File: src/rtl/board_pkg.sv
// Shared types and constants for the board display path: cell codes, VGA
// 640x480@60 timing, colours and the per-pixel metadata carried down the pipeline.
package board_pkg;

   typedef enum logic [1:0] {
      CELL_EMPTY = 2'b00,
      CELL_TRIG  = 2'b01,
      CELL_CIRC  = 2'b10,
      CELL_MARK  = 2'b11
   } cell_t;

   localparam int BOARD_N = 10;

   localparam int H_VISIBLE = 640;
   localparam int H_FRONT   = 16;
   localparam int H_SYNC    = 96;
   localparam int H_BACK    = 48;
   localparam int H_TOTAL   = H_VISIBLE + H_FRONT + H_SYNC + H_BACK;

   localparam int V_VISIBLE = 480;
   localparam int V_FRONT   = 10;
   localparam int V_SYNC    = 2;
   localparam int V_BACK    = 33;
   localparam int V_TOTAL   = V_VISIBLE + V_FRONT + V_SYNC + V_BACK;

   // Width of the in-cell offsets; cells up to 64 px are representable.
   localparam int OFF_W = 6;

   localparam logic [23:0] COL_WHITE = 24'hFFFFFF;
   localparam logic [23:0] COL_RED   = 24'hFF0000;
   localparam logic [23:0] COL_BLUE  = 24'h0000FF;
   localparam logic [23:0] COL_GREEN = 24'h00FF00;
   localparam logic [23:0] COL_BLACK = 24'h000000;
   localparam logic [23:0] COL_GRAY  = 24'h202020;

   typedef struct packed {
      logic [OFF_W-1:0] u;
      logic [OFF_W-1:0] v;
      logic             in_board;
      logic             grid;
      logic             hs;
      logic             vs;
      logic             vis;
   } pix_meta_t;

endpackage

File: src/rtl/board_renderer_vga_timing.sv
// Pixel-tick divider and 800x525 scan counters with raw (undelayed) sync,
// visible-area flag and the frame_start pulse.
module vga_timing
   import board_pkg::*;
#(
   parameter int CLK_DIV = 2
) (
   input  logic       clk,
   input  logic       rst,
   output logic       tick,
   output logic [9:0] hcnt,
   output logic [9:0] vcnt,
   output logic       hsync_raw,
   output logic       vsync_raw,
   output logic       visible,
   output logic       frame_start
);
   localparam int DW = (CLK_DIV > 2) ? $clog2(CLK_DIV) : 1;

   logic [DW-1:0] div_reg;
   logic [9:0]    hcnt_reg;
   logic [9:0]    vcnt_reg;

   always_ff @(posedge clk) begin
      if (rst) begin
         div_reg  <= '0;
         hcnt_reg <= '0;
         vcnt_reg <= '0;
      end else begin
         div_reg <= (div_reg == DW'(CLK_DIV - 1)) ? '0 : div_reg + 1'b1;
         if (tick) begin
            if (hcnt_reg == 10'(H_TOTAL - 1)) begin
               hcnt_reg <= '0;
               vcnt_reg <= (vcnt_reg == 10'(V_TOTAL - 1)) ? '0 : vcnt_reg + 1'b1;
            end else begin
               hcnt_reg <= hcnt_reg + 1'b1;
            end
         end
      end
   end

   // The divider sits at 0 in reset, so tick (and frame_start) stay low there.
   assign tick        = (div_reg == DW'(CLK_DIV - 1));
   assign hcnt        = hcnt_reg;
   assign vcnt        = vcnt_reg;
   assign hsync_raw   = !((hcnt_reg >= 10'(H_VISIBLE + H_FRONT)) &&
                          (hcnt_reg <  10'(H_VISIBLE + H_FRONT + H_SYNC)));
   assign vsync_raw   = !((vcnt_reg >= 10'(V_VISIBLE + V_FRONT)) &&
                          (vcnt_reg <  10'(V_VISIBLE + V_FRONT + V_SYNC)));
   assign visible     = (hcnt_reg < 10'(H_VISIBLE)) && (vcnt_reg < 10'(V_VISIBLE));
   assign frame_start = tick && (hcnt_reg == '0) && (vcnt_reg == '0);

endmodule

File: src/rtl/board_renderer.sv
// Renders the 10x10 board as a grid with one shape per cell; three tick-aligned
// register stages: address, cell capture, colour/sync output.
module board_renderer
   import board_pkg::*;
#(
   parameter int CLK_DIV  = 2,
   parameter int BOARD_X0 = 120,
   parameter int BOARD_Y0 = 40,
   parameter int CELL_PX  = 40
) (
   input  logic       clk,
   input  logic       rst,
   input  logic [1:0] q_a,
   output logic [6:0] addr_x,
   output logic       hsync,
   output logic       vsync,
   output logic       blank_n,
   output logic [7:0] vga_r,
   output logic [7:0] vga_g,
   output logic [7:0] vga_b,
   output logic       frame_start
);
   localparam int               BOARD_PX = BOARD_N * CELL_PX;
   localparam logic [9:0]       X_FIRST  = 10'(BOARD_X0);
   localparam logic [9:0]       X_LAST   = 10'(BOARD_X0 + BOARD_PX - 1);
   localparam logic [9:0]       Y_FIRST  = 10'(BOARD_Y0);
   localparam logic [9:0]       Y_LAST   = 10'(BOARD_Y0 + BOARD_PX - 1);
   localparam logic [OFF_W-1:0] OFF_LAST = OFF_W'(CELL_PX - 1);
   localparam logic [6:0]       ROW_STEP = 7'(BOARD_N);
   localparam pix_meta_t META_RESET = '{u: '0, v: '0, in_board: 1'b0, grid: 1'b0,
                                        hs: 1'b1, vs: 1'b1, vis: 1'b0};

   logic       tick;
   logic [9:0] hcnt;
   logic [9:0] vcnt;
   logic       hsync_raw;
   logic       vsync_raw;
   logic       visible;

   vga_timing #(.CLK_DIV(CLK_DIV)) u_timing (
      .clk        (clk),
      .rst        (rst),
      .tick       (tick),
      .hcnt       (hcnt),
      .vcnt       (vcnt),
      .hsync_raw  (hsync_raw),
      .vsync_raw  (vsync_raw),
      .visible    (visible),
      .frame_start(frame_start)
   );

   // Cell position counters track the current hcnt/vcnt without any division.
   logic [OFF_W-1:0] u_reg;
   logic [OFF_W-1:0] v_reg;
   logic [3:0]       col_reg;
   logic [6:0]       row_base_reg;
   logic             h_in;
   logic             v_in;
   logic             in_board;

   assign h_in     = (hcnt >= X_FIRST) && (hcnt <= X_LAST);
   assign v_in     = (vcnt >= Y_FIRST) && (vcnt <= Y_LAST);
   assign in_board = h_in && v_in;

   always_ff @(posedge clk) begin
      if (rst) begin
         u_reg        <= '0;
         v_reg        <= '0;
         col_reg      <= '0;
         row_base_reg <= '0;
      end else if (tick) begin
         if (h_in && (hcnt != X_LAST)) begin
            if (u_reg == OFF_LAST) begin
               u_reg   <= '0;
               col_reg <= col_reg + 1'b1;
            end else begin
               u_reg <= u_reg + 1'b1;
            end
         end else begin
            u_reg   <= '0;
            col_reg <= '0;
         end
         if (hcnt == 10'(H_TOTAL - 1)) begin
            if (v_in && (vcnt != Y_LAST)) begin
               if (v_reg == OFF_LAST) begin
                  v_reg        <= '0;
                  row_base_reg <= row_base_reg + ROW_STEP;
               end else begin
                  v_reg <= v_reg + 1'b1;
               end
            end else begin
               v_reg        <= '0;
               row_base_reg <= '0;
            end
         end
      end
   end

   pix_meta_t meta_s0;
   always_comb begin
      meta_s0          = META_RESET;
      meta_s0.u        = u_reg;
      meta_s0.v        = v_reg;
      meta_s0.in_board = in_board;
      meta_s0.grid     = (u_reg == '0) || (v_reg == '0) || (hcnt == X_LAST) || (vcnt == Y_LAST);
      meta_s0.hs       = hsync_raw;
      meta_s0.vs       = vsync_raw;
      meta_s0.vis      = visible;
   end

   logic [6:0] addr_reg;
   pix_meta_t  meta_pipe [0:1];
   cell_t      cell_reg;
   logic [23:0] rgb_reg;
   logic        hsync_reg;
   logic        vsync_reg;
   logic        blank_reg;
   logic [23:0] pix_colour;

   // meta_pipe[1] and cell_reg describe the same pixel when stage 2 samples them.
   always_ff @(posedge clk) begin
      if (rst) begin
         addr_reg     <= '0;
         meta_pipe[0] <= META_RESET;
         meta_pipe[1] <= META_RESET;
         cell_reg     <= CELL_EMPTY;
         rgb_reg      <= COL_BLACK;
         hsync_reg    <= 1'b1;
         vsync_reg    <= 1'b1;
         blank_reg    <= 1'b0;
      end else if (tick) begin
         addr_reg     <= in_board ? (row_base_reg + 7'(col_reg)) : '0;
         meta_pipe[0] <= meta_s0;
         meta_pipe[1] <= meta_pipe[0];
         cell_reg     <= cell_t'(q_a);
         rgb_reg      <= pix_colour;
         hsync_reg    <= meta_pipe[1].hs;
         vsync_reg    <= meta_pipe[1].vs;
         blank_reg    <= meta_pipe[1].vis;
      end
   end

   // Shape geometry is centred on offset 20 of a 40 px cell.
   logic signed [6:0] du;
   logic signed [6:0] dv;
   logic [5:0]        du_abs;
   logic [5:0]        dv_abs;
   logic [10:0]       dist_sq;
   logic              tri_hit;
   logic              circ_hit;
   logic              mark_hit;

   assign du       = $signed({1'b0, meta_pipe[1].u}) - 7'sd20;
   assign dv       = $signed({1'b0, meta_pipe[1].v}) - 7'sd20;
   assign du_abs   = du[6] ? 6'(-du) : 6'(du);
   assign dv_abs   = dv[6] ? 6'(-dv) : 6'(dv);
   assign dist_sq  = 11'(du_abs) * 11'(du_abs) + 11'(dv_abs) * 11'(dv_abs);
   assign tri_hit  = (meta_pipe[1].v >= 6'd5) && (meta_pipe[1].v <= 6'd34) &&
                     ({du_abs, 1'b0} <= ({1'b0, meta_pipe[1].v} - 7'd5));
   assign circ_hit = (dist_sq >= 11'd196) && (dist_sq <= 11'd289);
   assign mark_hit = (meta_pipe[1].u >= 6'd8) && (meta_pipe[1].u <= 6'd31) &&
                     (meta_pipe[1].v >= 6'd8) && (meta_pipe[1].v <= 6'd31);

   always_comb begin
      pix_colour = COL_BLACK;
      if (!meta_pipe[1].vis) begin
         pix_colour = COL_BLACK;
      end else if (!meta_pipe[1].in_board) begin
         pix_colour = COL_GRAY;
      end else if (meta_pipe[1].grid) begin
         pix_colour = COL_WHITE;
      end else begin
         case (cell_reg)
            CELL_TRIG: pix_colour = tri_hit  ? COL_RED   : COL_BLACK;
            CELL_CIRC: pix_colour = circ_hit ? COL_BLUE  : COL_BLACK;
            CELL_MARK: pix_colour = mark_hit ? COL_GREEN : COL_BLACK;
            default:   pix_colour = COL_BLACK;
         endcase
      end
   end

   assign addr_x  = addr_reg;
   assign hsync   = hsync_reg;
   assign vsync   = vsync_reg;
   assign blank_n = blank_reg;
   assign vga_r   = rgb_reg[23:16];
   assign vga_g   = rgb_reg[15:8];
   assign vga_b   = rgb_reg[7:0];

endmodule

File: config.mk
export PLATFORM = sky130hd
export DESIGN_NAME = board_renderer
export DESIGN_NICKNAME = d
export VERILOG_FILES = /design/src/rtl/board_pkg.sv /design/src/rtl/board_renderer_vga_timing.sv /design/src/rtl/board_renderer.sv
export SDC_FILE = /design/constraint.sdc
export NUM_CORES = 1
export LEC_CHECK = 0
export CAP_MARGIN = 20
export CORE_MARGIN = 3
export CORE_UTILIZATION = 40
export DETAILED_ROUTE_END_ITERATION = 12
export GPL_ROUTABILITY_DRIVEN = 0
export PLACE_DENSITY_LB_ADDON = 0.3
export SETUP_SLACK_MARGIN = 0.3
export SLEW_MARGIN = 20
export SYNTH_ARGS = -nofsm -noshare
export SYNTH_HDL_FRONTEND = slang
export SYNTH_SLANG_ARGS = --single-unit
File: constraint.sdc
create_clock -name clk -period 13.7 [get_ports clk]
set_input_delay 2.74 -clock clk [delete_from_list [all_inputs] [get_ports clk]]
set_output_delay 2.74 -clock clk [all_outputs]
set_load 0.01 [all_outputs]
Word-level counts from Yosys, hierarchy flattened
Memory sizes are Yosys's and may differ from the RTL's.
Index checks and enable logic that the tools add are counted.

storage, ports and cells
  register bits = 80
  bits in latches = 0
  memory bits (writable) = 34
  ROM bits = 0
  input bits = 4
  output and inout port bits = 35
  word-level logic and storage cells = 120
  memories kept = 1

operators by class
  $add $sub $neg = 14
  multipliers = 2
  div/mod/pow operators = 0
  magnitude comparators = 19
  eq/ne operators = 13
  shift-type cells = 0
  muxes and demuxes = 27
  bitwise gates (word level) = 2
  reductions and logical operators = 29

memory list
  name       depth  bits a word  read ports  clocked after memory_dff  write ports  RTL line               text
  meta_pipe  2      17           2           0                         2            board_renderer.sv:112  pix_meta_t meta_pipe [0:1];

operator list
  kind                   number
  $mux 24                4
  $pmux 24 s3            1
  $mux 6                 6
  $mux 17                2
  $eq 10x10->1 const B   3
  $mul 6x6->11           2
  $mux 7                 3
  $add 10x1->10 const B  2
  $logic_not 10->1       2
  $lt 10x10->1 const B   2
  $lt 10x9->1 const B    2
  $mux 10                2
  $logic_and 1x1->1      16
  $mux 16                1
  $sub 6x5->7 const B    2
  $add 6x1->6 const B    2
  $eq 6x6->1 const B     2
  $ge 6x4->1 const B     2
  $le 6x5->1 const B     2
  $logic_not 6->1        2
  $neg 6->6              2
  $add 11x11->11         1
  $ge 11x8->1 const B    1
  $le 11x9->1 const B    1
  29 further kinds       41

Logic depth before layout (Yosys ltp)
Gate-level depths: netlist of run 1.

  word-level depth = 12
  mapped depth = 26
  mapped depth without buffers = 25

Hierarchy
Synthesis of run 1 repeated with hierarchy kept, for this count alone.

unflattened totals
  cell total of the unflattened synthesis = 711
  area, all modules = 6590.1 sq um

modules (own cells, without submodules)
  module          times used  cells each  area each (sq um)  sequential area each (sq um)
  board_renderer  1           574         5489.0             1821.7
  vga_timing      1           137         1101.1             420.4

Worst setup path after synthesis of run 1
Ideal clock, no wire load.

  path type = reg-to-reg
  from = memory meta_pipe[0][25] in the netlist's numbering
  to = register rgb_reg[5]
  library setup time = 0.074 ns
  arrival time = 6.064 ns
  path slack = 7.562 ns
  stages on the path, launching flop included = 24
  clock period less this slack = 6.138 ns
  cells stage by stage = edfxtp_1 > clkbuf_1 > inv_1 > ha_1 > nand2b_1 > nand2b_1 > nor2_1 > xnor2_1 > nand2_1 > fa_1 > fa_1 > inv_1 > fa_1 > inv_1 > fa_1 > fa_1 > inv_1 > fa_1 > xnor2_1 > a2111oi_0 > nand3_1 > mux2i_1 > nand4_1 > o21ai_0

RTL lines
  what                  RTL line               text
  start, declared       board_renderer.sv:112
  end signal, assigned  board_renderer.sv:136  rgb_reg <= pix_colour;
  end, declared         board_renderer.sv:114  logic [23:0] rgb_reg;

==> results of run 1 <==
kinds of logic after synthesis:
| family | after synthesis |
|---|---|
| compound gates | 97 |
| flops | 95 |
| mux | 9 |
| xor+xnor | 50 |
| simple gates | 250 |
| fa+ha+maj | 84 |
| buf+inv | 118 |
per-stage QoR:
stage                     instance area [sq um]  utilization, %  power [uW]  hold WS [ps]
after floorplan                            6560               -         754           433
after global placement                     7020            43.9         855           435
after detailed placement                   7020            43.9         883           439
after CTS                                  7330            45.8        1140           448
after global routing                       7330            45.8        1230           475
final                                      7330            45.8        1130           448
area by class of cell:
| cell class | instances | area share, % |
|---|---|---|
| inverter | 75 | 3.84 |
| clock inverter | 6 | 1.02 |
| tap | 216 | 3.69 |
| multi-input combinational | 490 | 52.0 |
| timing repair buffer | 43 | 5.70 |
| sequential | 95 | 30.6 |
| clock buffer | 10 | 3.13 |
worst min-delay path: cells and delay by family (launching register included):
family	cells	cell delay, ps
DFF	1	310
and+or+nand+nor	2	100
power breakdown:
part | switching, uW | internal, uW
registers | 7.52 | 300
logic | 323 | 242
clock network | 109 | 144
per-layer routing:
layer | wire length, um | up-vias | GRT usage, %
li1 | - | 2384 | -
met1 | 5950 | 2257 | 19.0
met2 | 6860 | 61 | 27.4
met3 | 256 | 14 | 2.36
met4 | 214 | 0 | 4.47
met5 | 0 | - | 0
synthesized netlist by cell type, types with 8 or more instances:
cell and n:
xnor2_1 27, nor2b_1 10, nand3_1 18, fa_1 33
mux2i_1 8, dfxtp_1 61, nor2_1 61, nand2_1 47
nand4_1 14, and2_1 33, nand2b_1 12, xor2_1 22
ha_1 51, a21oi_1 25, edfxtp_1 34, o21ai_0 23
clkbuf_1 23, a21o_1 10, nor3_1 18, inv_1 75
buf_4 18
worst paths after layout:
| kind | from | to | slack (ps) |
|---|---|---|---|
| max reg2reg | meta_pipe[0][24] | rgb_reg[5] | 7000 |
| min | blank_n | blank_n | 450 |
| max | meta_pipe[0][24] | rgb_reg[5] | 7000 |
| min reg2reg | blank_n | blank_n | 450 |
==> reports/metrics.csv, run 1 <==
stage,metric,value,unit
setup_path,worst_ep_arrival_time,6970,ps
place,port_buffers,38,
layout,nNetsFinal,802,
floorplanning,core-area,16000,sq um
yosys,synth.net_count,791,
setup_path,crit_family,adder cells,
setup_path,critPathMaxFanout,9,
yosys,yosysTopAreaCell,dfxtp_1,
yosys,synthAdderAreaFrac,19.8,%
yosys,synth_compound_area_share,10.1,%
cts,cts_resized,0,
cts,cts_hold_buf,0,
layout,multi_input_area,3810,sq um
layout,regArea,2240,sq um
yosys,synthSimpleGateAreaFrac,19.9,%
place,hpwl,10300,um
layout,fill_cells,1576,
layout,diodes,0,
layout,largest_register_ffs,34,
floorplanning,die_area,18000,sq um
setup_path,crit_required,13970,ps
yosys,muxShareOfSynthArea,1.39,%
sta,tightest_slew,860,ps
sta,maxSlewHeadroom,42.2,%
global_route,gr-total-overflow,0,
layout,drive_above_1_share,4.17,%
sta,rsz0062_at_grt,false,
cts,numCtsBuffers,9,
global_route,grt_pass1_wl,22500,um
setup_path,crit_path_frequent_cell,fa_1,
layout,area_growth_syn_to_layout,11.6,%
cts,clock-sinks,95,
yosys,synth_top_family_by_area,simple AND/OR/NAND/NOR gates,
power,peakVddDrop,157,uV
hold_path,whs_path_depth,2,
detailed_routing,drt_iter0_drc,231,
sta,finalCriticalPeriod,6700,ps
place,dp_slack,6980,ps
detailed_routing,antenna_left,0,
floorplanning,chipWidth,134,um
yosys,synthCells,703,
yosys,ys_top_cells_by_area,"dfxtp_1 19%, edfxtp_1 16%, fa_1 10%",
cts,clockBufferDepth,2,
yosys,yosysSeqAreaShare,34.2,%
detailed_routing,vias,4716,
sta,fin_crit_sh,48.9,%
setup_path,cp_slowest_stage_delay,580,ps
yosys,yosysUniqueCellTypes,60,
cts,clkLatencyLatePin,340,ps
hold_path,hold_class,reg -> reg,
global_route,grt_pass1_vias,4652,
floorplanning,die_h,134,um
sta,setup_tns,0,ps
sta,fmax,0.149,GHz
layout,final_common_cell,inv_1,
outcome,status,"complete, no violations",
global_route,grt_start_max_net_pins,34,
floorplanning,start_util,41.0,%
global_route,antenna_found_initial,0,
floorplanning,rows,46,
sta,fin_ws,7000,ps
setup_path,worstPathCellList,"inv_1, ha_1, nand2b_1, nand2b_1, nor2_1, xnor2_1, nand2_1, fa_1, fa_1, inv_1, fa_1, inv_1, fa_1, fa_1, inv_1, fa_1, xnor2_1, a2111oi_0, nand3_1, mux2i_1, nand4_1, o21ai_0",
detailed_routing,drc,0,
yosys,synth_edf_count,34,
place,placedCellCount,919,
global_route,gr-usage-all-layers,15.2,%
detailed_routing,routedWlPerCell,14.2,um
cts,clk_pin_slew,70,ps
sta,fin_skew,10.9,ps
layout,final_cell_count_no_fill,935,
setup_path,startpoint_type,flip-flop,
yosys,synthArstFlopShare,0,%
layout,layout_common_cells,"75 x inv_1, 61 x nor2_1, 61 x dfxtp_1",
cts,cts_tree,yes,
yosys,ys_seq_elements,95,
setup_path,path_buf_inv,4,
setup_path,crit_type,reg -> reg,
sta,slew_violations,0,
cts,h-tree-depth,3,
setup_path,reg2regPathDepth,22,
power,p_per_area,154,nW/um^2
cts,post_cts.repair.setup_buffers,0,
run,maxCapViolCount,0,
setup_path,end_kind,flip-flop,
setup_path,cpMaxStageDelayCell,xnor2_1,
floorplanning,pin_count,39,
detailed_routing,firstDrtPassIters,5,
setup_path,path_depth,22,
yosys,synth_ff_type,dfxtp_1,
detailed_routing,viasPerCell,5.04,
yosys,avgSynthCellArea,9.34,sq um
yosys,synthXorXnorAreaFrac,6.88,%
power,p_leak,0.00300,uW
cts,cts-root-buf,clkbuf_16,
sta,setup_viol,0,
sta,hold_violations,0,
yosys,yosysTopAreaCellShare,18.6,%
detailed_routing,totalWireLength,13300,um
yosys,syn_area,6560,sq um
yosys,ys_warn_count,0,
Power figures use the tool's default switching activity.
==> run 2: changes to the inputs <==
==> constraint.sdc (replaced) <==
create_clock -name clk -period 6.1 [get_ports clk]
set_input_delay 1.22 -clock clk [delete_from_list [all_inputs] [get_ports clk]]
set_output_delay 1.22 -clock clk [all_outputs]
set_load 0.01 [all_outputs]
==> reports/metrics.csv, run 2 (same netlist as run 1, synthesis figures left out) <==
stage,metric,value,unit
outcome,status,"complete, no violations",
detailed_routing,firstDrtPassIters,4,
sta,fin_skew,11.5,ps
layout,nNetsFinal,820,
sta,fin_ws,507,ps
setup_path,r2r_start,meta_pipe[0][25],
global_route,grt_pass1_vias,4844,
setup_path,end_kind,flip-flop,
detailed_routing,totalWireLength,13700,um
layout,diodes,0,
sta,setup_tns,0,ps
floorplanning,chipWidth,134,um
sta,rsz0062_at_grt,false,
layout,drive_above_1_share,12.6,%
setup_path,worstSetupStartpoint,meta_pipe[0][25],
cts,clkLatencyLatePin,340,ps
detailed_routing,viasPerCell,5.06,
setup_path,cp_slowest_stage_delay,560,ps
run,maxCapViolCount,0,
layout,final_common_cell,inv_1,
layout,layout_common_cells,"67 x inv_1, 61 x dfxtp_1, 56 x nor2_1",
sta,maxSlewHeadroom,36.7,%
detailed_routing,drc,0,
sta,fin_crit_sh,91.7,%
global_route,grt_start_max_net_pins,34,
setup_path,reg2reg_slack,510,ps
floorplanning,die_h,134,um
floorplanning,rows,46,
global_route,met2_usage,28.3,%
global_route,use_met1,18.7,%
setup_path,worstPathCellList,"inv_2, buf_4, ha_1, and4b_1, or2_4, nand2_4, fa_1, fa_1, inv_2, fa_1, inv_1, fa_1, fa_1, inv_2, fa_2, inv_2, a2111oi_4, nand3_1, mux2i_1, nand4_1, o21ai_1",
setup_path,cpMaxStageDelayCell,fa_1,
hold_path,hold_class,reg -> reg,
layout,area_growth_syn_to_layout,17.2,%
power,p_leak,0.00315,uW
cts,cts_hold_buf,0,
setup_path,worst_ep_arrival_time,5870,ps
setup_path,crit_required,6370,ps
sta,tightest_slew,943,ps
cts,clk_pin_slew,60,ps
setup_path,startpoint_type,flip-flop,
sta,hold_violations,0,
global_route,gr-total-overflow,0,
global_route,grt_pass1_wl,23100,um
cts,cts_tree,yes,
floorplanning,core-area,16000,sq um
cts,numCtsBuffers,9,
global_route,antenna_found_initial,0,
power,p_per_area,371,nW/um^2
setup_path,endpoint,rgb_reg[5],
global_route,gr-usage-all-layers,15.6,%
place,port_buffers,38,
sta,finalCriticalPeriod,5590,ps
layout,largest_register_ffs,34,
cts,clockBufferDepth,2,
setup_path,crit_path_frequent_cell,fa_1,
place,hpwl,10500,um
cts,h-tree-depth,3,
detailed_routing,drt_iter0_drc,190,
global_route,use_met3,2.59,%
sta,fmax,0.179,GHz
floorplanning,die_area,18000,sq um
floorplanning,start_util,41.0,%
setup_path,reg2regPathDepth,21,
setup_path,critPathMaxFanout,5,
sta,whs,447,ps
cts,cts-root-buf,clkbuf_16,
floorplanning,pin_count,39,
detailed_routing,antenna_left,0,
power,peakVddDrop,690,uV
sta,slew_violations,0,
sta,setup_viol,0,
detailed_routing,vias,4825,
setup_path,crit_type,reg -> reg,
layout,fill_cells,1499,
setup_path,r2r_end,rgb_reg[5],
global_route,grt-busiest-layer,met2,
place,dp_slack,106,ps
cts,clock-sinks,95,
detailed_routing,routedWlPerCell,14.3,um
[run 2: cell types whose count changed in the layout (fill, tap and decap cells not counted), sizes merged]
cell      before  now
buf            5   23
bufinv         1    0
clkbuf        10   11
clkinv         1    2
clkinvlp       1    0
[run 2: report_power, final]
group / switching [uW] / leakage, uW / internal, uW
logic: 880 / 0.00215 / 745
registers: 14.7 / 0.000846 / 673
clock network: 237 / 0.000146 / 304
total: 1130 / 0.00315 / 1720
[run 2: timing repair]
item	in CTS	in global routing
setup buffers	4	4
gates cloned	0	0
gates resized for setup	14	35
pin swaps	3	17
setup endpoints to repair	2	2
[run 2: worst min path at each step]
stage	depth (start not counted)	startpoint	to
3_5_place_dp	2	blank_n	blank_n
6_report	2	blank_n	blank_n
5_1_grt	2	blank_n	blank_n
4_1_cts	2	blank_n	blank_n
2_1_floorplan	1	meta_pipe[0][19]	hsync
3_3_place_gp	2	blank_n	blank_n
[run 2: area by class of cell]
| cell class | instances | area [sq um] | area share, % |
|---|---|---|---|
| repair buffers | 61 | 557 | 7.24 |
| inverters | 75 | 282 | 3.66 |
| multi-input cells | 490 | 4050 | 52.6 |
| clock inverters | 5 | 37.5 | 0.488 |
| clock buffers | 11 | 254 | 3.30 |
| flip-flops and latches | 95 | 2240 | 29.2 |
| well taps | 216 | 270 | 3.51 |
[run 2: routing by layer]
layer / vias up / wire [um]
met1: 2336 / 6020
li1: 2414 / -
met2: 54 / 7110
met5: - / 0
met4: 0 / 248
met3: 21 / 274
[run 2: stage by stage]
stage	power (uW)	instance area, sq um	util (%)	std cells
after global placement	1980	7130	44.5	929
after detailed placement	2050	7130	44.5	929
final	2850	7690	48.1	953
after CTS	2610	7500	46.9	949
after global routing	3090	7690	48.1	953
after floorplan	1750	6600	-	703
[run 2: critical path, delay by kind of cell (launching register included)]
| kind | cells | cell delay (ps) |
|---|---|---|
| AOI/OAI and AO/OA | 2 | 400 |
| adders and majority gates | 7 | 3310 |
| buffers and inverters | 6 | 440 |
| DFF | 1 | 410 |
| muxes | 1 | 200 |
| and+or+nand+nor | 5 | 780 |
==> run 3: changes to the inputs <==
--- a/config.mk
+++ b/config.mk
@@ -11,6 +11,7 @@
 export DETAILED_ROUTE_END_ITERATION = 12
 export GPL_ROUTABILITY_DRIVEN = 0
 export PLACE_DENSITY_LB_ADDON = 0.3
+export RECOVER_POWER = 100
 export SETUP_SLACK_MARGIN = 0.3
 export SLEW_MARGIN = 20
 export SYNTH_ARGS = -nofsm -noshare
==> reports/metrics.csv, run 3 (same netlist as run 1, synthesis figures left out) <==
stage,metric,value,unit
layout,drive_above_1_share,11.9,%
setup_path,reg2regPathDepth,21,
floorplanning,die_area,18000,sq um
detailed_routing,firstDrtPassIters,4,
global_route,gr-total-overflow,0,
run,maxCapViolCount,1,
power,p_seq_share,24.1,%
cts,clockBufferDepth,2,
sta,hold_violations,0,
power,p_leak,0.00323,uW
sta,fin_skew,11.2,ps
setup_path,r2r_start,meta_pipe[0][25],
sta,setup_viol,0,
cts,h-tree-depth,3,
floorplanning,start_util,41.0,%
setup_path,crit_required,6370,ps
sta,fin_crit_sh,92.6,%
global_route,antenna_found_initial,0,
hold_path,hold_class,reg -> reg,
setup_path,r2r_end,rgb_reg[5],
outcome,status,finished with violations,
cts,clk_pin_slew,70,ps
power,combPwrFrac,56.8,%
detailed_routing,antenna_left,0,
place,hpwl,10500,um
detailed_routing,viasPerCell,5.09,
layout,area_growth_syn_to_layout,16.9,%
floorplanning,pin_count,39,
layout,nNetsFinal,820,
power,intPower,1720,uW
cts,clock-sinks,95,
setup_path,crit_type,reg -> reg,
sta,fmax,0.177,GHz
outcome,failed_checks,"capacitance limit, slew limit",
global_route,grt_pass1_vias,4844,
global_route,grt_start_max_net_pins,34,
detailed_routing,drt_iter0_drc,224,
global_route,grt_pass1_wl,23100,um
setup_path,end_kind,flip-flop,
sta,maxSlewHeadroom,-9.61,%
setup_path,worst_ep_arrival_time,5920,ps
cts,numCtsBuffers,9,
floorplanning,die_h,134,um
setup_path,reg2reg_slack,450,ps
detailed_routing,routedWlPerCell,14.3,um
layout,diodes,0,
place,port_buffers,38,
cts,cts_tree,yes,
detailed_routing,vias,4853,
setup_path,critPathMaxFanout,5,
setup_path,startpoint_type,flip-flop,
power,netSwitchingPower,1130,uW
power,clkPwrFrac,19.1,%
sta,rsz0062_at_grt,false,
floorplanning,core-area,16000,sq um
sta,tightest_slew,1640,ps
layout,layout_common_cells,"67 x inv_1, 61 x dfxtp_1, 57 x nor2_1",
power,swShare,39.7,%
setup_path,worstSetupStartpoint,meta_pipe[0][25],
power,p_per_area,372,nW/um^2
sta,setup_tns,0,ps
sta,finalCriticalPeriod,5650,ps
floorplanning,chipWidth,134,um
setup_path,endpoint,rgb_reg[5],
power,peakVddDrop,690,uV
global_route,gr-usage-all-layers,15.6,%
detailed_routing,totalWireLength,13700,um
cts,cts_hold_buf,0,
layout,largest_register_ffs,34,
detailed_routing,drc,0,
cts,clkLatencyLatePin,340,ps
cts,cts-root-buf,clkbuf_16,
sta,slew_violations,34,
layout,final_common_cell,inv_1,
floorplanning,rows,46,
layout,fin_util,47.9,%
run 3: cell types whose count changed in the layout (fill, tap and decap cells not counted), sizes merged:
cell	change
buf	-3
clkbuf	+3
clkdlybuf4s50	-36
dlygate4sd3	+36
run 3: worst min-delay path by stage:
stage	to	from	cells after the start
after floorplan	hsync	meta_pipe[0][19]	1
after CTS	blank_n	blank_n	2
after detailed placement	blank_n	blank_n	2
after global routing	blank_n	blank_n	2
final	blank_n	blank_n	2
after global placement	blank_n	blank_n	2
run 3: metal layers:
layer | GRT usage [%] | routed length, um
met1 | 18.7 | 5930
met2 | 28.3 | 7160
met3 | 2.59 | 313
met4 | 5.71 | 255
met5 | 0 | 0
run 3: final cells by class:
class	instances	area, sq um
fillers	1504	8330
multi-input cells	490	4040
flip-flops and latches	95	2240
repair buffers	61	546
inverters	75	282
well taps	216	270
clock buffers	11	254
clock inverters	5	37.5
run 3: repair_timing:
| action | in CTS | in global routing |
|---|---|---|
| buffers inserted | 4 | 4 |
| gates cloned | 0 | 0 |
| resized for setup | 14 | 35 |
| endpoints found under the setup margin | 2 | 2 |
| pin swaps | 3 | 17 |
run 3: power groups by stage:
stage	logic (uW)	registers (uW)	clock network (uW)
2_1_floorplan	1050	697	0
3_3_place_gp	1280	701	0
3_5_place_dp	1350	701	0
4_1_cts	1360	686	558
5_1_grt	1810	690	587
6_report	1620	688	544
run 3: stage by stage:
stage,power [uW],worst slack [ps],cell area (sq um),hold slack [ps],cells
global placement,1980,290,7130,434,929
floorplan,1750,304,6600,433,703
finish,2850,452,7670,445,953
global route,3090,176,7670,468,953
CTS,2610,302,7500,447,949
detailed placement,2050,106,7130,436,929
run 3: critical path, stage by stage (launching register included):
cell	delay [ps]
edfxtp_1	410
inv_2	120
buf_4	120
ha_1	250
and4b_1	210
or2_4	270
nand2_4	100
fa_1	440
fa_1	560
inv_2	50
fa_1	530
inv_1	50
fa_1	460
fa_1	530
inv_2	50
fa_2	540
inv_2	50
a2111oi_4	270
nand3_1	100
mux2i_1	200
nand4_1	100
o21ai_0	180
==> RTL edit 1 (config.mk and constraints of run 1) <==
The package constant `OFF_W` goes from 6 to 4.
--- a/src/rtl/board_pkg.sv
+++ b/src/rtl/board_pkg.sv
@@ -26,3 +26,3 @@
    // Width of the in-cell offsets; cells up to 64 px are representable.
-   localparam int OFF_W = 6;
+   localparam int OFF_W = 4;
 
Check against the original RTL: same outputs for any inputs over 10 cycles, from zero or initial values and one cycle with rst high; that may be too few to reach the edited logic, so the function may still have changed.
==> RTL edit 1 against run 1 <==
- non-clock buffer count is 2 lower
- synthesized area is 11% lower
- worst setup slack better by 0.64 ns
- total power is 20% lower
- final area is 11% lower
- wire length is 12% lower
- combinational power is 26% lower
- sequential cell count is 12 lower
- worst hold slack better by 0.0041 ns
==> RTL edit 1: results (changes against run 1) <==
stage;metric;value;unit;change
run_status;run status;finished clean;;
power;Pint;0.5574;mW;-19%
worst_setup_path;worst-path fanout max;6;;-3
global_routing;largest net degree at the start of global routing;42;;+24%
clocking;post-cts resize count;0;;unchanged
placement;placed cell area;0.006243;mm²;-11%
placement;PortBufs;38;;unchanged
power;Leak;2.790;nW;-7.0%
finish;Fillers;1379;;-13%
worst_setup_path;Reg-to-Reg Start;meta_pipe[0][22];;
worst_setup_path;worst reg2reg setup slack;7.64;ns;+0.64 ns
worst_hold_path;Hold Path Cell Cnt;2;;unchanged
global_routing;gr usage total;0.1518;;-0.0005937
placement;Final HPWL DP;8975;µm;-13%
yosys;synthesis warning total;0;;unchanged
finish;post-layout net count;742;;-7.5%
worst_setup_path;CP arrival;6.34;ns;-0.63 ns
worst_setup_path;R2R depth;21;;-4.5%
finish;Multi-input gate area;0.003397;mm²;-11%
global_routing;first-pass GRT wire length;20240;µm;-10%
yosys;synth unique cells;58;;-3.3%
power;maximum VDD drop;0.00009677;V;-38%
worst_hold_path;Hold EP;blank_n;;
finish;max reg flops;26;;-24%
yosys;EDFF count, synth;26;;-24%
drt;Vias/cell;5.116;;+1.4%
sta;Slew @ Worst Pin;1.003;ns;+0.1432 ns
sta;clk_skew;0.008080;ns;-0.002791 ns
drt;final wirelength;11660;µm;-12%
finish;share of cells above drive strength 1;0.02731;;-0.01441
yosys;post-synthesis sequential area ratio;0.3292;;-0.01240
drt;initial drt markers;206;;-11%
worst_hold_path;HP Start;blank_n;;
clocking;root buf cell;clkbuf_16;;
yosys;main area contributors after synthesis;dfxtp_1 (20%), edfxtp_1 (13%), fa_1 (11%);;
clocking;CTS Buffer Depth;2;;unchanged
yosys;ys async rst share;0;;unchanged
sta;Fin Setup TNS;0;ns;unchanged
finish;Ant. Diodes;0;;unchanged
yosys;most common library cells after synthesis;inv_1 (78), nor2_1 (59), dfxtp_1 (57);;
drt;first-pass detailed-route iteration total;4;;-1
global_routing;vias in the first global route;4310;;-7.4%
[RTL edit 1: cell types whose count changed after synthesis, moves of 5 or more]
| cell | run 1 | this run |
|---|---|---|
| a21oi_1 | 25 | 33 |
| and2_1 | 33 | 23 |
| clkbuf_1 | 23 | 13 |
| edfxtp_1 | 34 | 26 |
| mux2i_1 | 8 | 3 |
| nand2_1 | 47 | 40 |
| nand2b_1 | 12 | 4 |
| nand3_1 | 18 | 11 |
| xnor2_1 | 27 | 15 |
[RTL edit 1: power groups by stage]
stage	Sequential [mW]	Clock [mW]	Combinational [mW]
final	0.265	0.213	0.420
after global placement	0.270	0	0.404
after floorplan	0.269	0	0.327
after CTS	0.265	0.216	0.426
after global routing	0.266	0.229	0.487
after detailed placement	0.270	0	0.421
[RTL edit 1: area by class of cell]
class                   instances  area share
multi-input cells             440      0.5223
flip-flops and latches         83      0.2955
repair buffers                 41     0.06195
inverters                      79     0.04559
clock buffers                   9     0.03463
well taps                     180     0.03463
clock inverters                 7    0.005387
[RTL edit 1: cell families after synthesis]
logic type               synth area share
other                            0.001286
multiplexers                     0.005144
flip-flops                         0.3292
XOR/XNOR                          0.05637
adder cells (fa/ha/maj)            0.2225
buffers and inverters             0.09023
AO/OA/AOI/OAI                      0.1044
AND/OR/NAND/NOR                    0.1910
[RTL edit 1: metrics by stage]
stage                     hold WS (ns)  cells
final                           0.4517    839
after global routing            0.4727    839
after CTS                       0.4590    839
after detailed placement        0.4482    823
after global placement          0.4340    823
after floorplan                 0.4326    640
[RTL edit 1: worst max-delay path by stage]
stage / depth (start not counted) / endpoint / slack [ns]
finish: 21 / rgb_reg[5] / 7.64
global route: 21 / rgb_reg[5] / 7.15
CTS: 21 / rgb_reg[5] / 7.61
detailed placement: 21 / rgb_reg[5] / 7.61
global placement: 21 / rgb_reg[7] / 7.86
floorplan: 22 / rgb_reg[5] / 8.07
[RTL edit 1: critical path: stages, from the launching register on]
cell	delay, ns
edfxtp_1	0.46
inv_1	0.18
ha_1	0.25
nand2_1	0.08
xor2_1	0.32
inv_1	0.12
and2_1	0.19
fa_1	0.55
inv_1	0.07
fa_1	0.50
inv_1	0.05
fa_1	0.49
fa_1	0.51
inv_1	0.05
fa_1	0.50
inv_1	0.07
fa_1	0.45
a21o_1	0.19
a21oi_1	0.22
xnor2_1	0.12
o41ai_1	0.39
a41o_1	0.23
[RTL edit 1: per-layer routing]
metal / track usage / vias to the layer above / routed length, µm
met5: 0 / - / 0
met4: 0.05741 / 0 / 293
met3: 0.02358 / 19 / 279
met2: 0.2522 / 59 / 5785
met1: 0.1999 / 2060 / 5303
li1: - / 2154 / -
==> RTL edit 2 (flow settings as in run 1) <==
Made on the original files. Make the reset (`rst`) asynchronous in 3 clocked blocks.
--- a/src/rtl/board_renderer_vga_timing.sv
+++ b/src/rtl/board_renderer_vga_timing.sv
@@ -23,3 +23,3 @@
 
-   always_ff @(posedge clk) begin
+   always_ff @(posedge clk or posedge rst) begin
       if (rst) begin
--- a/src/rtl/board_renderer.sv
+++ b/src/rtl/board_renderer.sv
@@ -64,3 +64,3 @@
 
-   always_ff @(posedge clk) begin
+   always_ff @(posedge clk or posedge rst) begin
       if (rst) begin
@@ -120,3 +120,3 @@
    // meta_pipe[1] and cell_reg describe the same pixel when stage 2 samples them.
-   always_ff @(posedge clk) begin
+   always_ff @(posedge clk or posedge rst) begin
       if (rst) begin
Behaviour: differs if rst is asserted again (counterexample within 4 cycles, from zero or initial values and one cycle with rst high); with rst held inactive, the same outputs for 10 cycles.
==> RTL edit 2 against run 1 <==
- synthesized area up 2.6%
- global-route usage up 0.58 points
- final cell count down 1.5%
- critical endpoint is now rgb_reg[5]
- die area up 2.5%
- non-clock buffer count down 2
- synthesized cell count down 1.8%
- sequential cell count unchanged
- final area up 2.1%
- worst setup slack worse by 0.075 ns
- wire length up 1.3%
Power is not compared: it rests on default switching activity, and its combinational part moved more than twofold at a synthesized area within 25%.
==> RTL edit 2: results (changes against run 1) <==
stage;metric;value;unit;change
yosys;synth unique cells;61;;+1.7%
drt;Vias/cell;5.081;;+0.75%
finish;Multi-input gate area;0.003782;mm²;-0.72%
yosys;Synth Net Count;778;;-1.6%
yosys;proportion of synthesized area in mux cells;0.04940;;+0.03548
global_routing;vias in the first global route;5026;;+8.0%
finish;Fillers;1541;;-2.2%
worst_setup_path;worst-path fanout max;9;;unchanged
placement;Final HPWL DP;10230;µm;-0.49%
global_routing;first-pass GRT wire length;23900;µm;+6.3%
finish;share of cells above drive strength 1;0.09362;;+0.05189
finish;multi-input gates;470;;-4.1%
finish;flip-flop and latch area;0.002386;mm²;+6.4%
worst_setup_path;Reg-to-Reg Start;meta_pipe[7];;
worst_hold_path;HP Start;meta_pipe[28];;
yosys;most common library cells after synthesis;dfrtp_1 (89), inv_1 (83), nand2_1 (59);;
finish;max reg flops;34;;unchanged
drt;drt wl/cell;14.60;µm;+2.8%
worst_hold_path;Hold EP;meta_pipe[11];;
finish;signal buffers share of area;0.05388;;-0.003163
global_routing;gr usage total;0.1582;;+0.005816
drt;Highest Signal Layer;met4;;
drt;initial drt markers;303;;+31%
yosys;Post-Synth XOR/XNOR Area;0.06444;;-0.004376
drt;met2 WL post-DR;6949;µm;+1.3%
yosys;ys async rst share;1.000;;+1.000
global_routing;met2 Resource Use GR;0.2771;;+0.003379
sta;Slew @ Worst Pin;1.004;ns;+0.1434 ns
drt;DRT antenna net count;0;;unchanged
run_status;run status;finished clean;;
yosys;post-synthesis sequential area ratio;0.3539;;+0.01235
finish;clock buffers;9;;-1
finish;Clock buf/inv share;0.04301;;+0.001502
yosys;main area contributors after synthesis;dfrtp_1 (33%), fa_1 (9.8%), ha_1 (9.5%);;
worst_setup_path;worst r2r dst;rgb_reg[5];;
worst_setup_path;worst reg2reg setup slack;6.93;ns;-0.08 ns
yosys;Primary FF master, synth;dfrtp_1;;
global_routing;met1 Track Usage GR;0.2021;;+0.01240
finish;Non-CTS inverters;83;;+11%
yosys;post-synthesis compound-gate area fraction;0.1101;;+0.009473
sta;clk_skew;0.007045;ns;-0.003826 ns
drt;WL met1;5989;µm;+0.74%
worst_setup_path;CP arrival;7.04;ns;+0.07 ns
drt;first-pass detailed-route iteration total;4;;-1
finish;non-clock buffer count;41;;-4.7%
finish;post-layout net count;788;;-1.7%
global_routing;largest net degree at the start of global routing;70;;+110%
global_routing;GR Util met3;0.02303;;-0.0005997
yosys;synthesis warning total;0;;unchanged
power;Sw Ratio;0.2010;;
yosys;Post-Synth Adder-Cell Area;0.1928;;-0.005107
RTL edit 2: cell count changes after synthesis, sizes merged, moves of 8 or more:
cell,before,now
dfrtp,0,89
dfxtp,61,0
edfxtp,34,0
and2,33,6
mux2,1,26
nor2,61,45
nand2,47,59
o21ai,24,36
clkbuf,24,15
o2bb2ai,1,10
buf,19,27
inv,75,83
nand2b,12,4
RTL edit 2: metrics by stage:
step	hold slack [ns]	instances	cell area, µm²	utilization
after global placement	0.4651	905	7156	0.4424
after floorplan	0.4480	690	6738	-
after detailed placement	0.4711	905	7156	0.4424
after global routing	0.5219	921	7477	0.4623
final	0.4853	921	7477	0.4623
after CTS	0.4853	921	7477	0.4623
RTL edit 2: how the worst max path moves through the flow:
| stage | start | endpoint | slack (ns) | cells after the start |
|---|---|---|---|---|
| after detailed placement | meta_pipe[7] | rgb_reg[5] | 6.93 | 22 |
| after global routing | meta_pipe[7] | rgb_reg[5] | 6.39 | 22 |
| after floorplan | meta_pipe[7] | rgb_reg[5] | 7.47 | 22 |
| after global placement | meta_pipe[7] | rgb_reg[5] | 7.13 | 22 |
| after CTS | meta_pipe[7] | rgb_reg[5] | 6.91 | 22 |
| final | meta_pipe[7] | rgb_reg[5] | 6.93 | 22 |
RTL edit 2: worst max-delay path, stage by stage, from the launching register on:
cell and delay (ns):
dfrtp_1 0.49, inv_1 0.16, ha_1 0.30, and2b_1 0.27, nor3_1 0.08, xnor2_1 0.60, nand2_1 0.21, fa_1 0.53
fa_1 0.55, inv_1 0.06, fa_1 0.53, inv_1 0.06, fa_1 0.51, fa_1 0.55, inv_1 0.07, fa_1 0.45
a21o_1 0.19, a21oi_1 0.23, xnor2_1 0.12, nor4b_1 0.27, a31o_2 0.17, a41oi_2 0.11, a22oi_1 0.19
